--- src/rtl/vtg_pipe_register.sv ---
// vtg_pipe_register
//   Chain of STAGES registered stages under a valid/ready handshake. Empty
//   stages fill even while the output is stalled (bubble collapse), so up to
//   STAGES words can be held with out_ready low. Ready is combinational
//   through the whole chain; there is no skid buffer.
//
// Ports:
//   clk        rising-edge clock
//   rst        synchronous active-high reset: valids cleared, data = RST_VAL
//   flush      synchronous clear of all valid bits; data holds; blocks both
//              handshakes in the cycle it is asserted
//   in_valid   upstream presents in_data
//   in_ready   pipeline accepts in_data this cycle
//   in_data    input word
//   out_valid  out_data is valid (last stage)
//   out_ready  downstream accepts out_data this cycle
//   out_data   last-stage data
//   occupancy  number of valid stages (registered)
module vtg_pipe_register #(
  parameter int               WIDTH   = 8,
  parameter int               STAGES  = 2,
  parameter logic [WIDTH-1:0] RST_VAL = {WIDTH{1'b0}},
  parameter int               CNT_W   = $clog2(STAGES + 1)
) (
  input  logic             clk,
  input  logic             rst,
  input  logic             flush,
  input  logic             in_valid,
  output logic             in_ready,
  input  logic [WIDTH-1:0] in_data,
  output logic             out_valid,
  input  logic             out_ready,
  output logic [WIDTH-1:0] out_data,
  output logic [CNT_W-1:0] occupancy
);

  logic [STAGES-1:0] r_v;
  logic [WIDTH-1:0]  r_d [STAGES];
  logic [CNT_W-1:0]  r_occ;

  logic [STAGES:0]   w_rdy;
  logic [STAGES-1:0] w_v_nxt;
  logic [CNT_W-1:0]  w_occ_nxt;

  // The recursive ready r[i] = !v[i] || r[i+1] unrolls to: stage i can take a
  // word when the output drains or some stage from i to the end is empty.
  // Written that way to keep the chain free of a self-referencing vector.
  always_comb begin
    logic w_tail_full;
    w_tail_full   = 1'b1;
    w_rdy         = '0;
    w_rdy[STAGES] = out_ready;
    for (int i = STAGES - 1; i >= 0; i--) begin
      w_tail_full = w_tail_full & r_v[i];
      w_rdy[i]    = out_ready | ~w_tail_full;
    end
  end

  always_comb begin
    w_v_nxt = r_v;
    if (flush) begin
      w_v_nxt = '0;
    end else begin
      if (w_rdy[0]) begin
        w_v_nxt[0] = in_valid;
      end
      for (int i = 1; i < STAGES; i++) begin
        if (w_rdy[i]) begin
          w_v_nxt[i] = r_v[i-1];
        end
      end
    end
  end

  // Occupancy is registered alongside the valid bits so it always equals
  // popcount(v) without a separate up/down counter to keep in step.
  always_comb begin
    w_occ_nxt = '0;
    for (int i = 0; i < STAGES; i++) begin
      w_occ_nxt = w_occ_nxt + CNT_W'(w_v_nxt[i]);
    end
  end

  always_ff @(posedge clk) begin
    if (rst) begin
      r_v   <= '0;
      r_occ <= '0;
    end else begin
      r_v   <= w_v_nxt;
      r_occ <= w_occ_nxt;
    end
  end

  // Data only moves with a valid word; bubbles leave stale data in place.
  always_ff @(posedge clk) begin
    if (rst) begin
      for (int i = 0; i < STAGES; i++) begin
        r_d[i] <= RST_VAL;
      end
    end else if (!flush) begin
      if (w_rdy[0] && in_valid) begin
        r_d[0] <= in_data;
      end
      for (int i = 1; i < STAGES; i++) begin
        if (w_rdy[i] && r_v[i-1]) begin
          r_d[i] <= r_d[i-1];
        end
      end
    end
  end

  assign in_ready  = w_rdy[0] & ~flush;
  // Masked during flush so the word being discarded is never seen as taken.
  assign out_valid = r_v[STAGES-1] & ~flush;
  assign out_data  = r_d[STAGES-1];
  assign occupancy = r_occ;

endmodule

--- config.mk ---
export PLATFORM = sky130hd
export DESIGN_NAME = vtg_pipe_register
export DESIGN_NICKNAME = d
export VERILOG_FILES = /design/src/rtl/vtg_pipe_register.sv
export SDC_FILE = /design/constraint.sdc
export NUM_CORES = 1
export LEC_CHECK = 0
export CAP_MARGIN = 0
export CORE_UTILIZATION = 51
export CTS_CLUSTER_SIZE = 10
export DETAILED_ROUTE_END_ITERATION = 12
export GPL_ROUTABILITY_DRIVEN = 0
export GPL_TIMING_DRIVEN = 0
export PLACE_DENSITY = 0.82
export SLEW_MARGIN = 20
export SYNTH_ARGS = -nofsm -noshare
export SYNTH_HDL_FRONTEND = slang
export SYNTH_SLANG_ARGS = --single-unit
--- constraint.sdc ---
create_clock -name clk -period 2.68 [get_ports clk]
set_input_delay 0.268 -clock clk [delete_from_list [all_inputs] [get_ports clk]]
set_output_delay 0.268 -clock clk [all_outputs]
set_load 0.01 [all_outputs]
## Word level (Yosys, flattened, before mapping)

Memory sizes are Yosys's and may differ from the RTL's.
Cells that the tools add are included.

| storage, ports and cells | value |
|---|---|
| bits in registers | 4 |
| memory bits (writable) | 16 |
| bits of input ports | 13 |
| output and inout port bits | 12 |
| word-level logic and storage cells | 31 |
| memories | 1 |

| operators by class | value |
|---|---|
| $add $sub $neg | 1 |
| muxes and demuxes | 15 |
| bitwise operators | 10 |
| reduce and logical (&&, ||, !) cells | 2 |

Memories:

| memory | depth | width | read ports | clocked after memory_dff | write ports | RTL line | source |
|---|---|---|---|---|---|---|---|
| r_d | 2 | 8 | 2 | 0 | 2 | 38 | `logic [WIDTH-1:0] r_d [STAGES];` |

Operator list:

| cell | count |
|---|---|
| 2-to-1 mux 8 bit | 2 |
| 2-to-1 mux 1 bit | 12 |
| OR 1 bit | 4 |
| bitwise AND 1 bit | 3 |
| inverter 1 bit | 3 |
| adder 1 x 1 -> 2 bit | 1 |
| logical AND 1 bit | 2 |
| 2-to-1 mux 2 bit | 1 |

## Depth between registers and ports, before layout

| depth | value |
|---|---|
| word-level depth | 9 |
| gate-level depth with buffers | 4 |
| gate-level depth less buffers | 4 |

## Worst setup path after synthesis

No wires, ideal clock.

| timing | value |
|---|---|
| path type | reg2out |
| from | register r_v[0] |
| to | output in_ready |
| arrival | 0.971 ns |
| required time | 2.412 ns |
| path slack | 1.441 ns |
| cell stages (with the launch flop) | 5 |
| buffers on the path | 2 |
| path through | dfxtp_1 -> and3b_1 -> buf_6 -> buf_4 -> nor2_1 |

| on the way | value |
|---|---|
| longest elaborated chain between the ends | 4 |

RTL lines:

| element | RTL line | source |
|---|---|---|
| from (decl) | 37 | `logic [STAGES-1:0] r_v;` |
| from (signal assigned) | 89 | `r_v <= w_v_nxt;` |
| bitwise AND 1 bit | 54 | `w_tail_full = w_tail_full & r_v[i];` |
| inverter 1 bit | 55 | `w_rdy[i] = out_ready \| ~w_tail_full;` |
| OR 1 bit | 55 |  |
| bitwise AND 1 bit | 112 | `assign in_ready = w_rdy[0] & ~flush;` |
| to (decl) | 29 | `output logic in_ready,` |

Every way passes these cells.

## Final worst setup path

| timing | value |
|---|---|
| from | input out_ready |
| to | output in_ready |

| on the way | value |
|---|---|
| longest elaborated chain between the ends | 2 |

RTL lines:

| element | RTL line | source |
|---|---|---|
| from (decl) | 32 | `input logic out_ready,` |
| OR 1 bit | 55 |  |
| bitwise AND 1 bit | 112 |  |

Every way passes these cells.

==> summary.md <==
| Metric | Value |
|---|---|
| Clock skew | 0.002082 ns |
| P_sw | 0.1298 mW |
| Post-CTS Hold Fix Bufs | 0 |
| Top Metal Used | met4 |
| Most used cell, CP | clkdlybuf4s50_1 |
| Post-Synthesis Cells | 68 |
| Seq pwr share | 60.4% |
| M1 WL | 681 µm |
| Part of the Yosys area used for sequential elements | 55.93% |
| DRC violations left | 0 |
| DPL Wire Length | 1.208 mm |
| Critical Path RT | 2.41 ns |
| Crit path capture type | output pin |
| Leakage power | 0.4676 nW |
| Maximum clock frequency | 0.4597 GHz |
| TritonCTS buffer count | 3 |
| Die width | 46.33 µm |
| XOR/XNOR share of the synthesized area | 0% |
| # nets final | 111 |
| RSZ-0062 raised after global routing | false |
| Cell Chain, Critical Path | clkdlybuf4s50_1 -> and3b_1 -> buf_6 -> buf_4 -> nor2_1 -> clkdlybuf4s50_1 |
| Max_slew headroom | 72.72% |
| Port-buffer cells | 24 |
| Crit path launch type | input port |
| Row cnt | 15 |
| CTS H-Tree Depth | 1 |
| CP max stage delay | 0.54 ns |
| Pwr Density | 455.3 nW/µm² |
| Die area | 2146 µm² |
| First-pass GRT wire length | 2.587 mm |
| Die Height | 46.33 µm |
| Slew of the pin with the lowest slew margin | 0.4036 ns |
| Setup TNS | 0 ns |
| Crit-path slowest cell | clkdlybuf4s50_1 |
| Peak VDD IR | 371.4 µV |
| CTS Buffer Depth | 2 |
| Final Power | 0.5919 mW |
| Metal3 WL | 59 µm |
| Clock root buffer | clkbuf_4 |
| Cts repair resizes | 0 |
| Share of cells above drive strength 1 | 29.17% |
| Drt first pass iters | 4 |
| Overall global routing resource usage | 18.75% |
| Synth Area in Simple Gates | 26.22% |
| Mean Syn Cell Area | 14.74 µm² |
| Via Count | 621 |
| Internal | 0.4621 mW |
| Crit Path Max Fanout | 10 |
| Final WL | 1.573 mm |
| Core Footprint | 1783 µm² |
| Clk sinks | 20 |
| Yosys reg bits | 20 |
| Antenna-violating nets left | 0 |
| DR WL met2 | 806 µm |
| Vias in the first global route | 566 |
| Pin count of the biggest net entering global routing | 12 |
| DR WL/cell | 13.00 µm |
| Total grt overflow | 0 |
| Mapped cell area | 1002 µm² |
| Tcrit/Tclk final | 81.17% |
| Maxcap violations | 0 |
| Clock transition at path regs | 0.10 ns |
| Area Overhead vs Synth | 29.71% |
| CP Data Arrival Time | 1.91 ns |
| Initial DRC count | 9 |
| Mux contribution to synthesized area | 0% |
| Fin. max-slew vios | 0 |
| Largest family of logic cells by synthesized area | simple AND/OR/NAND/NOR gates |
| Critical path type | in -> out |
| Ports | 25 |
| Syn nets | 82 |
| Synth Area in Compound Gates | 3.995% |
| Hold Violations, Final | 0 |
| CTS tree | built |
| Clock power frac | 24.3% |
| Initial antenna violation count | 0 |
| Post-Synth Adder-Cell Area | 1.248% |
| Tmin final | 2.175 ns |
| Ant diodes | 0 |
| Final setup violation count | 0 |
| Switching share of power | 21.92% |
| Yosys cell types | 21 |
| Vias per cell | 5.132 |
| Clk_lat worst skew | 0.30 ns |
| Post-CTS Setup Inserts | 0 |
| Status | complete, no violations |
| Comb pwr share | 15.4% |
| Yosys warnings | 0 |
| Worst min path class | reg -> reg |
| Initial Util | 56.21% |
-- registers in the layout (all words and copies together), names as in the netlist --
name       cells
r_d           16
occupancy      2
r_v            2
-- metrics by stage --
stage	std cells	cell area, µm²	hold slack, ns	utilization [%]	worst slack [ns]
2_1_floorplan	68	1002	0.3396	-	1.441
6_report	121	1300	0.5770	72.91	0.5046
3_3_place_gp	117	1274	0.5374	71.44	0.5223
3_5_place_dp	117	1274	0.5621	71.44	0.5027
5_1_grt	121	1300	0.6085	72.91	0.4403
4_1_cts	121	1300	0.5776	72.91	0.4917
-- synth_stat cells --
cell type | instances | area (µm²)
nor2b_1 | 2 | 12.51
nor4b_4 | 1 | 23.77
and3b_1 | 1 | 8.760
nand2b_1 | 1 | 6.260
buf_2 | 1 | 5.000
buf_12 | 1 | 20.02
and2b_2 | 1 | 8.760
nor4b_2 | 8 | 120.1
buf_4 | 9 | 67.56
edfxtp_1 | 16 | 480.5
a211oi_1 | 1 | 7.510
nor2_1 | 2 | 7.510
inv_1 | 3 | 11.26
dfxtp_1 | 4 | 80.08
a31o_2 | 2 | 17.52
ha_1 | 1 | 12.51
nor4b_1 | 7 | 61.31
or2_1 | 1 | 6.260
nand3b_1 | 1 | 7.510
buf_6 | 2 | 22.52
a21oi_1 | 3 | 15.01
-- routing by layer --
metal / GRT usage (%) / vias up
met4: 10.59 / 0
met3: 5.882 / 4
met5: 0 / -
met1: 23.23 / 286
met2: 28.61 / 21
li1: - / 310
-- cells in the final DEF (no fill, tap or decap), types with 2 or more instances in the layout --
cell and n:
inv_1 3, buf_4 9, clkdlybuf4s50_1 24, a21oi_1 3
nor2b_1 2, clkbuf_4 3, nor2_1 2, nor4b_2 8
edfxtp_1 16, buf_6 2, a31o_2 2, dfxtp_1 4
nor4b_1 7
-- critical path: cells and delay by family --
kind | cells | cell delay (ns)
buffers and inverters | 4 | 1.34
AND/OR/NAND/NOR | 2 | 0.29
-- kinds of logic after synthesis --
kind of cell / count (synthesis)
AND/OR/NAND/NOR: 25
buffers and inverters: 16
flip-flops: 20
adder cells (fa/ha/maj): 1
AO/OA/AOI/OAI: 6
-- worst paths after layout --
check                    start  slack [ns]  cells after the start                 endpoint
min reg2reg  r_v[1]$_SDFF_PP0_        0.58                      2        r_v[0]$_SDFF_PP0_
max                  out_ready        0.50                      6                 in_ready
min          r_v[1]$_SDFF_PP0_        0.58                      2        r_v[0]$_SDFF_PP0_
max reg2reg  r_v[0]$_SDFF_PP0_        1.28                      3  r_d[0][9]$_SDFFCE_PN0P_
-- final cells by class --
| class | instances | area [µm²] |
|---|---|---|
| Timing Repair Buffer | 24 | 240.2 |
| Tap cell | 25 | 31.28 |
| Fill cell | 115 | 483.0 |
| Clock buffer | 3 | 22.52 |
| Clock inverter | 1 | 3.754 |
| Multi-Input combinational cell | 32 | 315.3 |
| Sequential cell | 20 | 560.5 |
| Inverter | 3 | 11.26 |
| Buffer | 13 | 115.1 |
-- power groups by stage --
stage                     Sequential, mW  Combinational, mW  Clock (mW)
after floorplan                    0.363             0.0494           0
final                              0.357             0.0909       0.144
after global routing               0.359             0.0986       0.165
after global placement             0.363             0.0899           0
after CTS                          0.357             0.0919       0.148
after detailed placement           0.364             0.0916           0
No activity file was read; power rests on OpenSTA's default activity.
==> variant 1: new RTL, config.mk and constraints unchanged <==
Change the parameter `WIDTH` from 8 to 6.
--- a/src/rtl/vtg_pipe_register.sv
+++ b/src/rtl/vtg_pipe_register.sv
@@ -19,3 +19,3 @@
 module vtg_pipe_register #(
-  parameter int               WIDTH   = 8,
+  parameter int               WIDTH   = 6,
   parameter int               STAGES  = 2,
Ports: changed (resized in_data and out_data); port bits go from 25 to 21. The function was not compared with the original's and may differ.
==> variant 1 against the unedited design <==
- total power fell by 18%
- sequential share of layout area fell by 1.1 points
- design area fell by 19%
- synthesized area fell by 20%
- wire length fell by 21%
- critical path depth fell by 1
- sequential cell count fell by 4
- count of clock-buffer cells in the layout did not move
- worst setup slack improved by 0.088 ns
- critical endpoint unchanged
- highest routed layer unchanged
==> variant 1: results <==
<?xml version="1.0" encoding="UTF-8"?>
<metrics>
  <group name="yosys">
    <metric name="synth_sequential_area_ratio" unit="%">54.8</metric>
    <metric name="synth.cells.most_frequent" unit="">edfxtp_1, nor4b_2, buf_4</metric>
    <metric name="avgSynthCellArea" unit="µm²">14.3</metric>
    <metric name="net_count_after_synthesis" unit="">68</metric>
    <metric name="ys_async_sr_fraction" unit="%">0</metric>
    <metric name="synth_enable_flop_cells" unit="">12</metric>
    <metric name="synth_flop_cell" unit="">edfxtp_1</metric>
    <metric name="yosysWarnings" unit="">0</metric>
    <metric name="number_of_library_cell_types_mapped_by_synthesis" unit="">20</metric>
    <metric name="ys_top_cells_by_area" unit="">edfxtp_1, nor4b_2, dfxtp_1</metric>
  </group>
  <group name="finish">
    <metric name="final_layout_size_suffix_gt1_share" unit="%">31.3</metric>
    <metric name="register_with_the_most_flip_flops" unit="">r_d</metric>
    <metric name="nNetsFinal" unit="">93</metric>
    <metric name="final_common_cell" unit="">clkdlybuf4s50_1</metric>
    <metric name="filler_cell_count" unit="">93</metric>
    <metric name="antenna-diode-count" unit="">0</metric>
    <metric name="largest_reg_flops" unit="">12</metric>
    <metric name="finish.cell_count_without_fillers" unit="">95</metric>
  </group>
  <group name="clock_network">
    <metric name="cts_htree_levels" unit="">1</metric>
    <metric name="clk-insertion-delay-late" unit="ns">0.28</metric>
    <metric name="maximum_buffer_depth_of_the_clock_tree" unit="">2</metric>
    <metric name="post_cts_resize_count" unit="">0</metric>
    <metric name="root_buffer" unit="">clkbuf_4</metric>
    <metric name="cts_buffer_count" unit="">3</metric>
    <metric name="post-cts-setup-buffers" unit="">0</metric>
  </group>
  <group name="global_route">
    <metric name="grt_use_total" unit="%">16.4</metric>
    <metric name="grt_pass1_wl" unit="mm">2.16</metric>
    <metric name="first_global_vias" unit="">469</metric>
    <metric name="grt_start_max_net_pins" unit="">11</metric>
  </group>
  <group name="sta">
    <metric name="skew" unit="ns">0.00374</metric>
    <metric name="timing_worst_slew_pin_value" unit="ns">0.321</metric>
    <metric name="min_period" unit="ns">2.09</metric>
  </group>
  <group name="setup_path">
    <metric name="crit_fanout" unit="">10</metric>
  </group>
  <group name="run">
    <metric name="max_capacitance_violation_count" unit="">0</metric>
  </group>
  <group name="routing">
    <metric name="drt_iter0_drc" unit="">8</metric>
    <metric name="detailedRoute.firstPassIterationCount" unit="">4</metric>
    <metric name="detailroute.via_count" unit="">515</metric>
    <metric name="wl_per_cell" unit="µm">13.1</metric>
  </group>
  <group name="place">
    <metric name="place_worst_setup_slack" unit="ns">0.578</metric>
    <metric name="detailed_place_hpwl" unit="µm">936</metric>
    <metric name="placement.io_buffers" unit="">20</metric>
    <metric name="placed_area" unit="mm²">0.00102</metric>
    <metric name="placedCellCount" unit="">91</metric>
  </group>
  <group name="pwr">
    <metric name="power_leakage" unit="nW">0.381</metric>
    <metric name="irDropWorstVdd" unit="V">0.000220</metric>
  </group>
  <group name="run_status">
    <metric name="outcome" unit="">completed</metric>
  </group>
</metrics>
==> variant 1: changes by cell type in the layout (fill, tap and decap cells not counted), moves of 2 or more <==
cell and delta:
clkdlybuf4s50_1 -4, buf_4 -2, edfxtp_1 -4, nor4b_1 -4
==> variant 1: worst paths after layout <==
path	slack (ns)	startpoint	cells past startpoint	to
worst max-delay path	0.59	out_ready	5	in_ready
worst min-delay path	0.57	r_v[0]$_SDFF_PP0_	2	r_v[1]$_SDFF_PP0_
worst max register to register	1.39	r_v[0]$_SDFF_PP0_	3	r_d[0][8]$_SDFFCE_PN0P_
worst min register to register	0.57	r_v[0]$_SDFF_PP0_	2	r_v[1]$_SDFF_PP0_
==> variant 1: cell families after synthesis <==
logic type	Yosys count	synth area share (%)
AOI/OAI and AO/OA	6	4.98
adders and majority gates	1	1.56
buffers and inverters	12	9.97
DFF	16	54.8
and+or+nand+nor	21	28.7
==> variant 1: final cells by class <==
class / count / area, µm² / area share [%]
plain buffers: 9 / 68.8 / 6.56
flip-flops and latches: 16 / 440 / 42.0
well taps: 15 / 18.8 / 1.79
repair buffers: 20 / 200 / 19.1
inverters: 3 / 11.3 / 1.07
clock buffers: 3 / 22.5 / 2.15
clock inverters: 1 / 3.75 / 0.358
multi-input cells: 28 / 283 / 27.0
==> variant 1: metal layers <==
layer	vias up	track usage [%]	part of all wire [%]
met5	-	0	0
met4	0	5.81	0.40
met2	18	26.6	48
li1	255	-	-
met3	2	2.61	5.0
met1	240	22.3	47
==> variant 1: worst max-delay path: stages <==
cell and delay (ns):
clkdlybuf4s50_1 0.48, and3b_1 0.22, buf_4 0.20, nor2_1 0.10
clkdlybuf4s50_1 0.55
==> variant 1: power breakdown <==
part,internal (mW),total (mW),switching (mW)
clock,0.0539,0.129,0.0751
sequential,0.280,0.284,0.00409
combinational,0.0444,0.0737,0.0292
==> variant 2: new RTL, config.mk and constraints unchanged <==
Made on the original files. Reset style: asynchronous (`rst`), changed in 2 clocked blocks. Comments in the files are not updated.
--- a/src/rtl/vtg_pipe_register.sv
+++ b/src/rtl/vtg_pipe_register.sv
@@ -83,3 +83,3 @@
 
-  always_ff @(posedge clk) begin
+  always_ff @(posedge clk or posedge rst) begin
     if (rst) begin
@@ -94,3 +94,3 @@
   // Data only moves with a valid word; bubbles leave stale data in place.
-  always_ff @(posedge clk) begin
+  always_ff @(posedge clk or posedge rst) begin
     if (rst) begin
Formal check against the unedited RTL: differs if rst is asserted again (counterexample within 4 cycles, from zero or initial values and one cycle with rst high); with rst held inactive, the same outputs for 10 cycles.
==> variant 2 against the unedited design <==
- worst setup slack improved by 0.32 ns
- core utilization rose by 1.7 points
- hold slack got worse by 0.18 ns
- register-to-register slack got worse by 0.15 ns
- wire length fell by 20%
- sequential cell count did not move
- synthesized area fell by 13%
- design area fell by 12%
- synthesized cell count fell by 16%
- critical endpoint unchanged
Power is not compared: it rests on default switching activity, and its combinational part moved more than twofold at a synthesized area within 25%.
==> variant 2: results <==
<?xml version="1.0" encoding="UTF-8"?>
<metrics>
  <group name="setup_path">
    <metric name="crit-reg2reg-launch" unit="">r_v[0]$_DFF_PP0_</metric>
    <metric name="critical_path.reg2reg.endpoint" unit="">r_d[13]$_DFFE_PP0P_</metric>
    <metric name="reg2reg_setup_slack" unit="ns">1.13</metric>
    <metric name="reg2regPathDepth" unit="">4</metric>
    <metric name="critical_path_arrival" unit="ns">1.59</metric>
    <metric name="crit_fanout" unit="">3</metric>
  </group>
  <group name="yosys">
    <metric name="net_count_after_synthesis" unit="">71</metric>
    <metric name="synth_sequential_area_ratio" unit="%">57.7</metric>
    <metric name="synthesis.instances" unit="">57</metric>
    <metric name="synth_flop_cell" unit="">dfrtp_1</metric>
    <metric name="number_of_library_cell_types_mapped_by_synthesis" unit="">13</metric>
    <metric name="ys_top_cells_by_area" unit="">dfrtp_1, mux2_4, mux2_2</metric>
    <metric name="synth.cells.most_frequent" unit="">dfrtp_1, buf_4, mux2_2, mux2_4, nor2_1</metric>
  </group>
  <group name="sta">
    <metric name="timing_worst_slew_pin_value" unit="ns">0.725</metric>
    <metric name="skew" unit="ns">0.00149</metric>
  </group>
  <group name="routing">
    <metric name="drt_iter0_drc" unit="">0</metric>
    <metric name="detailedRoute.firstPassIterationCount" unit="">1</metric>
    <metric name="vias_per_cell" unit="">4.94</metric>
    <metric name="wirelength" unit="mm">1.25</metric>
  </group>
  <group name="clock_network">
    <metric name="clk-insertion-delay-late" unit="ns">0.28</metric>
  </group>
  <group name="global_route">
    <metric name="grt_use_total" unit="%">15.8</metric>
    <metric name="grt_pass1_wl" unit="mm">2.18</metric>
    <metric name="grt_start_max_net_pins" unit="">21</metric>
  </group>
  <group name="place">
    <metric name="place_worst_setup_slack" unit="ns">0.750</metric>
    <metric name="placed_area" unit="mm²">0.00113</metric>
    <metric name="placedCellCount" unit="">97</metric>
  </group>
  <group name="run_status">
    <metric name="outcome" unit="">completed</metric>
  </group>
  <group name="finish">
    <metric name="final_layout_size_suffix_gt1_share" unit="%">34.5</metric>
    <metric name="filler_cell_count" unit="">110</metric>
    <metric name="nNetsFinal" unit="">100</metric>
  </group>
</metrics>
variant 2: cell types whose count changed in the layout (fill, tap and decap cells not counted), sizes merged, moves of 2 or more:
cell    change
nor2        +3
a21oi       -3
nor4b      -16
mux2       +16
inv         -2
dfxtp       -4
dfrtp      +20
buf         -4
edfxtp     -16
a31o        -2
variant 2: cell families after synthesis:
| group | Yosys count | share of synthesized area (%) |
|---|---|---|
| and+or+nand+nor | 10 | 7.94 |
| muxes | 16 | 24.2 |
| buffers and inverters | 10 | 8.66 |
| DFF | 20 | 57.7 |
| adders and majority gates | 1 | 1.44 |
variant 2: stage by stage:
| step | utilization [%] | power (mW) |
|---|---|---|
| floorplan | - | 0.539 |
| global placement | 73.1 | 0.646 |
| global route | 74.6 | 0.817 |
| detailed placement | 73.1 | 0.654 |
| CTS | 74.6 | 0.786 |
| finish | 74.6 | 0.773 |
variant 2: final cells by class:
class	instances	area (µm²)	area share, %
Clock buffer	3	22.5	1.96
Sequential cell	20	500	43.5
Buffer	9	71.3	6.20
Timing Repair Buffer	24	240	20.9
Multi-Input combinational cell	27	292	25.4
Tap cell	16	20.0	1.74
Inverter	1	3.75	0.326
variant 2: worst max-delay path by stage:
stage | end | slack, ns | depth (start not counted)
3_5_place_dp | out_data[7]$_DFFE_PP0P_ | 0.75 | 4
2_1_floorplan | r_d[10]$_DFFE_PP0P_ | 1.21 | 4
4_1_cts | in_ready | 0.82 | 4
6_report | in_ready | 0.83 | 4
5_1_grt | in_ready | 0.77 | 4
3_3_place_gp | out_data[2]$_DFFE_PP0P_ | 0.79 | 4
variant 2: critical path: stages:
cell             delay (ns)
clkdlybuf4s50_1        0.47
and3b_1                0.20
nor2_1                 0.10
clkdlybuf4s50_1        0.54
variant 2: where the power goes:
part	switching, mW	internal [mW]	leakage [nW]
logic	0.0729	0.182	0.286
clock network	0.0778	0.0521	0.0138
registers	0.0280	0.360	0.242
total	0.179	0.594	0.542
variant 2: routing by layer:
metal | vias to the layer above | track usage [%] | part of all wire [%]
met2 | 16 | 24.2 | 50
met5 | - | 0 | 0
met3 | 2 | 3.83 | 5.8
met1 | 238 | 22.0 | 43
li1 | 238 | - | -
met4 | 0 | 5.45 | 0.40
